## src/rtl/sparse_stream_packer_if.sv

```systemverilog
// Stream interface for the sparse packer: input word handshake plus packed output word handshake.
// master = producer/consumer side, slave = packer side.
interface sparse_stream_packer_if #(
    parameter int unsigned DATA_W = 16,
    parameter int unsigned OUT_W  = 64
);
    logic [DATA_W-1:0]          in_data;
    logic                       in_valid;
    logic                       in_ready;
    logic [OUT_W-1:0]           out_data;
    logic [$clog2(OUT_W+1)-1:0] out_nbits;
    logic                       out_last;
    logic                       out_valid;
    logic                       out_ready;

    modport master (
        output in_data, in_valid, out_ready,
        input  in_ready, out_data, out_nbits, out_last, out_valid
    );

    modport slave (
        input  in_data, in_valid, out_ready,
        output in_ready, out_data, out_nbits, out_last, out_valid
    );
endinterface

```

## src/rtl/sparse_stream_packer.sv

```systemverilog
// Zero-suppression packer: zero word -> '0', other word -> {'1', word}; codewords packed MSB-first
// into OUT_W-bit words, with flush emitting a padded last word carrying its valid-bit count.
module sparse_stream_packer #(
    parameter int unsigned DATA_W = 16,
    parameter int unsigned OUT_W  = 64,
    parameter int unsigned CNT_W  = 32
) (
    input  logic                   clk,
    input  logic                   rst,
    sparse_stream_packer_if.slave  bus,
    input  logic                   flush,
    output logic                   busy,
    output logic [CNT_W-1:0]       zero_cnt,
    output logic [CNT_W-1:0]       nz_cnt
);
    localparam int unsigned ACC_W  = OUT_W + DATA_W + 1;
    localparam int unsigned FILL_W = $clog2(ACC_W + 1);
    localparam int unsigned NB_W   = $clog2(OUT_W + 1);

    typedef enum logic {StRun, StFlush} state_e;

    state_e             state_q, state_d;
    logic [ACC_W-1:0]   acc_q, acc_d;
    logic [FILL_W-1:0]  fill_q, fill_d;
    logic [OUT_W-1:0]   odata_q, odata_d;
    logic [NB_W-1:0]    onbits_q, onbits_d;
    logic               olast_q, olast_d;
    logic               ovalid_q, ovalid_d;
    logic [CNT_W-1:0]   zero_cnt_q, zero_cnt_d;
    logic [CNT_W-1:0]   nz_cnt_q, nz_cnt_d;

    logic               full;
    logic               slot_free;
    logic               accept;
    logic               in_zero;
    logic [ACC_W-1:0]   cw_aligned;

    assign full       = fill_q >= FILL_W'(OUT_W);
    assign slot_free  = !ovalid_q || bus.out_ready;
    assign accept     = bus.in_valid && bus.in_ready;
    assign in_zero    = bus.in_data == '0;
    // Bits below fill are always zero, so OR-ing the shifted codeword appends it.
    assign cw_aligned = {1'b1, bus.in_data, {OUT_W{1'b0}}} >> fill_q;

    always_comb begin
        state_d    = state_q;
        acc_d      = acc_q;
        fill_d     = fill_q;
        odata_d    = odata_q;
        onbits_d   = onbits_q;
        olast_d    = olast_q;
        ovalid_d   = ovalid_q;
        zero_cnt_d = zero_cnt_q;
        nz_cnt_d   = nz_cnt_q;

        if (ovalid_q && bus.out_ready) begin
            ovalid_d = 1'b0;
        end

        if (slot_free && full) begin
            odata_d  = acc_q[ACC_W-1 -: OUT_W];
            onbits_d = NB_W'(OUT_W);
            olast_d  = 1'b0;
            ovalid_d = 1'b1;
            acc_d    = acc_q << OUT_W;
            fill_d   = fill_q - FILL_W'(OUT_W);
        end else if (state_q == StFlush && slot_free) begin
            odata_d  = acc_q[ACC_W-1 -: OUT_W];
            onbits_d = NB_W'(fill_q);
            olast_d  = 1'b1;
            ovalid_d = 1'b1;
            acc_d    = '0;
            fill_d   = '0;
            state_d  = StRun;
        end

        // Accept needs fill < OUT_W in RUN, so it never coincides with an emission above.
        if (accept) begin
            if (in_zero) begin
                fill_d = fill_q + FILL_W'(1);
                if (zero_cnt_q != '1) zero_cnt_d = zero_cnt_q + CNT_W'(1);
            end else begin
                acc_d  = acc_q | cw_aligned;
                fill_d = fill_q + FILL_W'(DATA_W + 1);
                if (nz_cnt_q != '1) nz_cnt_d = nz_cnt_q + CNT_W'(1);
            end
        end

        if (state_q == StRun && flush) begin
            state_d = StFlush;
        end
    end

    always_ff @(posedge clk or negedge rst) begin
        if (!rst) begin
            state_q    <= StRun;
            acc_q      <= '0;
            fill_q     <= '0;
            odata_q    <= '0;
            onbits_q   <= '0;
            olast_q    <= 1'b0;
            ovalid_q   <= 1'b0;
            zero_cnt_q <= '0;
            nz_cnt_q   <= '0;
        end else begin
            state_q    <= state_d;
            acc_q      <= acc_d;
            fill_q     <= fill_d;
            odata_q    <= odata_d;
            onbits_q   <= onbits_d;
            olast_q    <= olast_d;
            ovalid_q   <= ovalid_d;
            zero_cnt_q <= zero_cnt_d;
            nz_cnt_q   <= nz_cnt_d;
        end
    end

    assign bus.in_ready  = (state_q == StRun) && !full;
    assign bus.out_data  = odata_q;
    assign bus.out_nbits = onbits_q;
    assign bus.out_last  = olast_q;
    assign bus.out_valid = ovalid_q;
    assign busy          = state_q == StFlush;
    assign zero_cnt      = zero_cnt_q;
    assign nz_cnt        = nz_cnt_q;
endmodule

```

## src/flat_wrapper.sv

```systemverilog
// flat-port wrapper written by rule: the top's interface ports become plain ports
module sparse_stream_packer_flat 
#(
    parameter int unsigned DATA_W = 16,
    parameter int unsigned OUT_W  = 64,
    parameter int unsigned CNT_W  = 32
)
  (clk, rst, flush, busy, zero_cnt, nz_cnt, bus_in_data, bus_in_valid, bus_out_ready, bus_in_ready, bus_out_data, bus_out_nbits, bus_out_last, bus_out_valid);
  sparse_stream_packer_if #(.DATA_W(DATA_W), .OUT_W(OUT_W)) bus_i ();
  input  logic clk;
  input  logic rst;
  input  logic flush;
  output logic busy;
  output logic [CNT_W-1:0] zero_cnt;
  output logic [CNT_W-1:0] nz_cnt;
  input wire logic [$bits(bus_i.in_data)-1:0] bus_in_data;
  input wire logic [$bits(bus_i.in_valid)-1:0] bus_in_valid;
  input wire logic [$bits(bus_i.out_ready)-1:0] bus_out_ready;
  output wire logic [$bits(bus_i.in_ready)-1:0] bus_in_ready;
  output wire logic [$bits(bus_i.out_data)-1:0] bus_out_data;
  output wire logic [$bits(bus_i.out_nbits)-1:0] bus_out_nbits;
  output wire logic [$bits(bus_i.out_last)-1:0] bus_out_last;
  output wire logic [$bits(bus_i.out_valid)-1:0] bus_out_valid;
  assign bus_i.in_data = bus_in_data;
  assign bus_i.in_valid = bus_in_valid;
  assign bus_i.out_ready = bus_out_ready;
  assign bus_in_ready = bus_i.in_ready;
  assign bus_out_data = bus_i.out_data;
  assign bus_out_nbits = bus_i.out_nbits;
  assign bus_out_last = bus_i.out_last;
  assign bus_out_valid = bus_i.out_valid;
  sparse_stream_packer #(.DATA_W(DATA_W), .OUT_W(OUT_W), .CNT_W(CNT_W)) u_core (.clk(clk), .rst(rst), .bus(bus_i), .flush(flush), .busy(busy), .zero_cnt(zero_cnt), .nz_cnt(nz_cnt));
endmodule
```

## config.mk

```make
export PLATFORM = sky130hd
export DESIGN_NAME = sparse_stream_packer_flat
export DESIGN_NICKNAME = d
export VERILOG_FILES = /design/src/rtl/sparse_stream_packer_if.sv /design/src/rtl/sparse_stream_packer.sv /design/src/flat_wrapper.sv
export SDC_FILE = /design/constraint.sdc
export NUM_CORES = 1
export LEC_CHECK = 0
export ABC_AREA = 1
export BUFFER_PORTS_ARGS = -buffer_cell sky130_fd_sc_hd__buf_4
export CAP_MARGIN = 40
export CORE_MARGIN = 3
export CORE_UTILIZATION = 53
export CTS_CLUSTER_DIAMETER = 40
export DETAILED_ROUTE_END_ITERATION = 6
export PLACE_DENSITY = 0.86
export SETUP_SLACK_MARGIN = 0.1
export SLEW_MARGIN = 20
export SYNTH_ARGS = -nofsm -noshare
export SYNTH_HDL_FRONTEND = slang
export SYNTH_SLANG_ARGS = --single-unit
```

## constraint.sdc

```tcl
create_clock -name clk -period 1.75 [get_ports clk]
set_input_delay 0.0875 -clock clk [delete_from_list [all_inputs] [get_ports clk]]
set_output_delay 0.0875 -clock clk [all_outputs]
set_load 0.02 [all_outputs]
```

# ---- Yosys cells after proc, flatten, opt, wreduce, memory -nomap -nowiden
# Cells that the tools add are included.
dict set report classes {
  n_addsub 5
  multipliers 0
  n_div 0
  magnitude_cmp 1
  eq_ne 3
  n_shift 1
  muxes 20
  bitwise 3
  reduce_logical 17
}
# cell n
set ops {}
lappend ops {{81-bit two-way mux} 4}
lappend ops {{64-bit two-way mux} 2}
lappend ops {{81-bit OR} 1}
lappend ops {{81-bit by 7-bit >> shifter with 81-bit output} 1}
lappend ops {{32-bit by 1-bit adder with 32-bit output (second input constant)} 2}
lappend ops {{32-bit inequality test (second input constant)} 2}
lappend ops {{7-bit two-way mux} 6}
lappend ops {{16-bit logical NOT} 1}
lappend ops {{1-bit two-way mux} 8}
lappend ops {{7-bit by 1-bit adder with 7-bit output (second input constant)} 1}
lappend ops {{7-bit by 5-bit adder with 7-bit output (second input constant)} 1}
lappend ops {{7-bit greater-or-equal comparator (second input constant)} 1}
lappend ops {{7-bit subtractor (second input constant)} 1}
lappend ops {{1-bit logical AND} 6}
lappend ops {{3-bit AND reduction} 2}
lappend ops {{3-bit nonzero test} 2}
lappend ops {{2-bit nonzero test} 2}
lappend ops {{1-bit logical NOT} 2}
lappend ops {{2-bit inequality test (second input constant)} 1}
lappend ops {{1-bit inverter} 2}
lappend ops {{2-bit AND reduction} 1}
lappend ops {{1-bit logical OR} 1}
dict set report word_totals {
  ff_bits 226
  latchBits 0
  mem_bits_rw 0
  mem_bits_ro 0
  out_inout_bits 139
  mem_count 0
}

# ---- Longest topological paths before layout
dict set report logic_depth {
  ltp_word 7
  ltp_mapped 13
  depth_no_buf 11
}

# ---- Worst setup path after synthesis
# OpenSTA, ideal clock, no wires.
dict set report synth_timing {
  path_type {register to register}
  start {reg u_core.nz_cnt_q[0], in the netlist u_core.nz_cnt[0]}
  end {reg u_core.nz_cnt_q[14], in the netlist u_core.nz_cnt[14]}
  setup_time_ps 117
  arrival_time_ps 1742
  required_ps 1633
  setup_slack_ps -108
  path_stages_with_launch 12
  n_path_buf 1
  period_less_slack_ps 1858
  cell_sequence {dfrtp_1 -> ha_1 -> inv_2 -> nor3_4 -> nand2_2 -> nor2_4 -> nand2_2 -> nand3_4 -> inv_2 -> buf_2 -> nand2_1 -> nand2_1}
}
dict set report synth_via {
  elab_chain_len 2
  word_cells_on_any_way 3
  cone_classes {add/sub (1); eq/ne (1); reduce/logical (1)}
}
# element line_no
set synth_lines {}
lappend synth_lines {{start: declaration} sparse_stream_packer.sv:30} ;# logic [CNT_W-1:0] nz_cnt_q, nz_cnt_d;
lappend synth_lines {{start signal: assignment} sparse_stream_packer.sv:114} ;# nz_cnt_q <= nz_cnt_d;
lappend synth_lines {{branches (longest 2 deep; another with 32-bit by 1-bit adder with 32-bit output)} --}
# Parallel ways; which one is timed is not known.
# A chain may end at the register's enable or synchronous reset.

# ---- Final worst setup path
dict set report layout_timing {
  start {reg u_core.nz_cnt_q[19], in the netlist u_core.nz_cnt[19]}
  end {reg u_core.nz_cnt_q[15], in the netlist u_core.nz_cnt[15]}
}
dict set report layout_via {
  elab_chain_len 2
}
# element line_no
set layout_lines {}
lappend layout_lines {{32-bit inequality test} sparse_stream_packer.sv:85} ;# if (nz_cnt_q != '1) nz_cnt_d = nz_cnt_q + CNT_W'(1);
lappend layout_lines {{3-bit AND reduction (no line)} --}
# No other way between the ends.

==> impl_metrics.py <==
metrics = {
    "cts": {
        "h-tree-depth": 2,
        "clock_latency_ns": 0.50,
        "clk_pin_slew_ns": 0.06,
        "cts_buffers": 36,
        "clock-sinks": 226,
        "root_buffer": "clkbuf_16",
        "tritoncts": "built",
        "clock_path_buffers": 3,
    },
    "detailed_routing": {
        "drc": 1,
        "drt_wl_total_mm": 46.1,
        "first_iter_violations": 1907,
        "firstDrtPassIters": 7,
        "viasPerCell": 6.00,
        "ant_nets": 0,
        "wl_per_cell_um": 20.2,
        "via_count": 13700,
    },
    "die": {
        "initial_core_util_pct": 54.5,
        "core_area_sq_um": 22800,
        "die_y_um": 159,
        "row_count": 55,
        "io_pins": 160,
        "die-area_sq_um": 25400,
        "die_x_um": 159,
    },
    "yosys": {
        "ys_types": 43,
        "syn-cell-area_sq_um": 12400,
        "synth-edff-count": 0,
        "synth_area_leaders": "dfrtp_1 45%, nand2_1 20%, nand3_1 5.8%, a21oi_1 4.4%, nor2_1 4.1%",
        "synth_most_common_cell": "nand2_1",
        "synth_warnings": 0,
        "synth.avg_cell_area_sq_um": 7.33,
        "yosysSeqAreaShare_pct": 45.4,
        "async_flop_share_pct": 100,
        "postSynthCellCount": 1698,
        "syn_nets": 1724,
        "synth_top_area_cell": "dfrtp_1",
        "synth-main-ff-cell": "dfrtp_1",
        "ys_ff_latch": 226,
        "synthTopCellsByCount": "655 x nand2_1, 226 x dfrtp_1, 144 x nand3_1",
        "yosys.area.top_type_share_pct": 45.4,
    },
    "placement": {
        "io_buffers": 159,
        "post-dp-hpwl_mm": 27.3,
        "gp_congestion": 1.00,
        "dp.cells": 2163,
    },
    "critical_path": {
        "critPathLaunchType": "flop",
        "r2r-start": "u_core.nz_cnt[19]",
        "reg2reg_slack_ns": -0.38,
        "critPathTopFamily": "simple AND/OR/NAND/NOR gates",
        "cp_slowest_cell": "dfrtp_1",
        "path_cells": "nand2_1, nor2_1, nand2_1, nor2_1, nand2_2, nand3_4, buf_12, clkbuf_16, nand2_2, o21ai_1",
        "worst_path_largest_cell_delay_ns": 0.52,
        "cp_max_fo": 6,
        "arrival_ns": 2.54,
        "cp-startpoint": "u_core.nz_cnt[19]",
        "crit_type": "reg2reg",
        "critPathBufInv": 2,
        "required_ns": 2.17,
        "crit_path_end_kind": "flop",
    },
    "final_layout": {
        "synthToLayoutAreaGrowth_pct": 37.1,
        "fin_cells": 2279,
        "fin_nets": 1967,
        "post-route-util_pct": 74.6,
        "drive_above_1_share_pct": 30.0,
        "nFillCells": 1603,
        "antenna_cells": 0,
    },
    "power": {
        "p_total_uw": 28800,
        "power_density_nw_per_um2": 1690,
        "vdd_drop_max_mv": 1.30,
        "leakage_uw": 0.00835,
    },
    "run_status": {
        "outcome": "finished with violations",
        "violations": "design-rule violations, negative setup slack",
    },
    "job": {
        "cap_violations": 0,
    },
    "sta": {
        "fin_crit_ns": 2.13,
        "setup_viol": 52,
        "rsz0062_at_grt": "yes",
        "max_freq_ghz": 0.470,
        "fin_crit_sh_pct": 122,
        "fin_ws_ns": -0.378,
        "slew_headroom_pct": 64.9,
        "fin_skew_ns": 0.0123,
        "tightest_slew_ns": 0.527,
        "hold_viol_final": 0,
        "final_max_slew_viol_count": 0,
    },
    "global_route": {
        "grt_pass1_vias": 12200,
        "grt_max_degree": 57,
        "overflow": 0,
        "grt_usage_pct": 30.2,
        "grt_first_pass_wirelength_mm": 63.6,
        "antenna_found_initial": 0,
    },
    "worst_hold_path": {
        "hold_class": "in2async",
    },
}
==> sequential cells by signal, indices dropped and copies added, names as in the netlist <==
name and flops:
u_core.fill_q 7, u_core.bus.out_data 64, u_core.nz_cnt 32, u_core.busy 1, u_core.bus.out_last 1, u_core.acc_q 81, u_core.bus.out_nbits 7, u_core.zero_cnt 32
u_core.bus.out_valid 1
==> area by class of cell <==
cell class              instances  area, sq um  share of cell area (%)
clock buffers                  46         1010                    5.92
clock inverters                17          219                    1.28
inverters                      81          347                    2.03
multi-input cells            1306         6810                    39.9
flip-flops and latches        226         5690                    33.3
well taps                     313          392                    2.30
repair buffers                286         2540                    14.9
repair inverters                4         48.8                   0.286
==> kinds of logic after synthesis <==
logic type      count (synthesis)  share of synthesized area, %
flops                         226                          45.4
fa+ha+maj                       5                         0.503
compound gates                201                          8.62
simple gates                 1047                          35.6
buf+inv                       166                          6.11
xor+xnor                       53                          3.73
==> per-stage QoR <==
step / setup TNS [ns] / hold slack, ns / cell area [sq um] / worst slack (ns)
global route: -14.77 / 0.155 / 17100 / -0.432
global placement: -0.0678 / 0.0451 / 14400 / -0.0351
detailed placement: -0.120 / 0.0490 / 14400 / -0.0471
CTS: 0 / 0.116 / 15800 / 0.0461
finish: -10.34 / 0.117 / 17100 / -0.378
floorplan: 0 / -0.208 / 12500 / 0.112
==> power by group <==
group          internal, uW  leakage (uW)  switching [uW]  total (uW)
clock                  4690      0.000589            2580        7270
combinational          4880       0.00487            8470       13400
sequential             6930       0.00289            1290        8220
==> path summary, 6_finish.rpt <==
check                      cells after the start                      end
setup / recovery                              10        u_core.nz_cnt[15]
hold / removal                                 2      u_core.zero_cnt[11]
setup reg to reg                              10        u_core.nz_cnt[15]
hold reg to reg                                2  u_core.bus.out_data[11]
max in group asynchronous                      3        u_core.nz_cnt[21]
min in group clk                               6         u_core.fill_q[1]
==> worst reg2reg max path: stages, from the launching register on <==
cell and delay (ns):
dfrtp_1 0.52, nand2_1 0.22, nor2_1 0.22, nand2_1 0.12, nor2_1 0.21, nand2_2 0.13, nand3_4 0.15, buf_12 0.18
clkbuf_16 0.18, nand2_2 0.05, o21ai_1 0.08
==> layout by cell type (no fill, tap or decap), types with 6 or more instances in the layout <==
master / Yosys / final
nand3_1: 144 / 103
o21ai_1: 3 / 11
nand2_2: 16 / 64
nor2_2: 1 / 23
xnor2_1: 14 / 12
o21ai_2: 5 / 13
clkbuf_16: 0 / 41
nand2_4: 0 / 22
nor2_4: 3 / 7
a21oi_1: 110 / 108
clkinvlp_4: 0 / 6
nand3b_1: 8 / 8
nand3_2: 2 / 40
nor3_2: 4 / 13
buf_6: 5 / 6
nor2_1: 137 / 111
inv_2: 10 / 6
nor3_1: 35 / 23
dfrtp_2: 0 / 25
nand4_1: 34 / 34
o21ai_0: 60 / 44
xor2_1: 39 / 39
nand2_1: 655 / 585
buf_4: 6 / 249
inv_1: 69 / 66
buf_12: 2 / 18
dfrtp_1: 226 / 201
a31oi_1: 6 / 6
==> repair_timing <==
item,CTS,global route
hold endpoints to repair,229,0
hold buffers,3,0
gates resized for setup,27,246
setup buffers,11,28
setup endpoints to repair,114,160
pin swaps,3,55
gates cloned,2,9
==> routing by layer <==
layer	vias up	routed length, um	track usage (%)	part of all wire, %
li1	6008	-	-	-
met1	6419	17100	39.3	37
met2	972	21800	50.9	47
met3	286	4150	5.10	9.0
met4	0	2990	11.6	6.5
met5	-	0	0	0
Power figures use the tool's default switching activity.
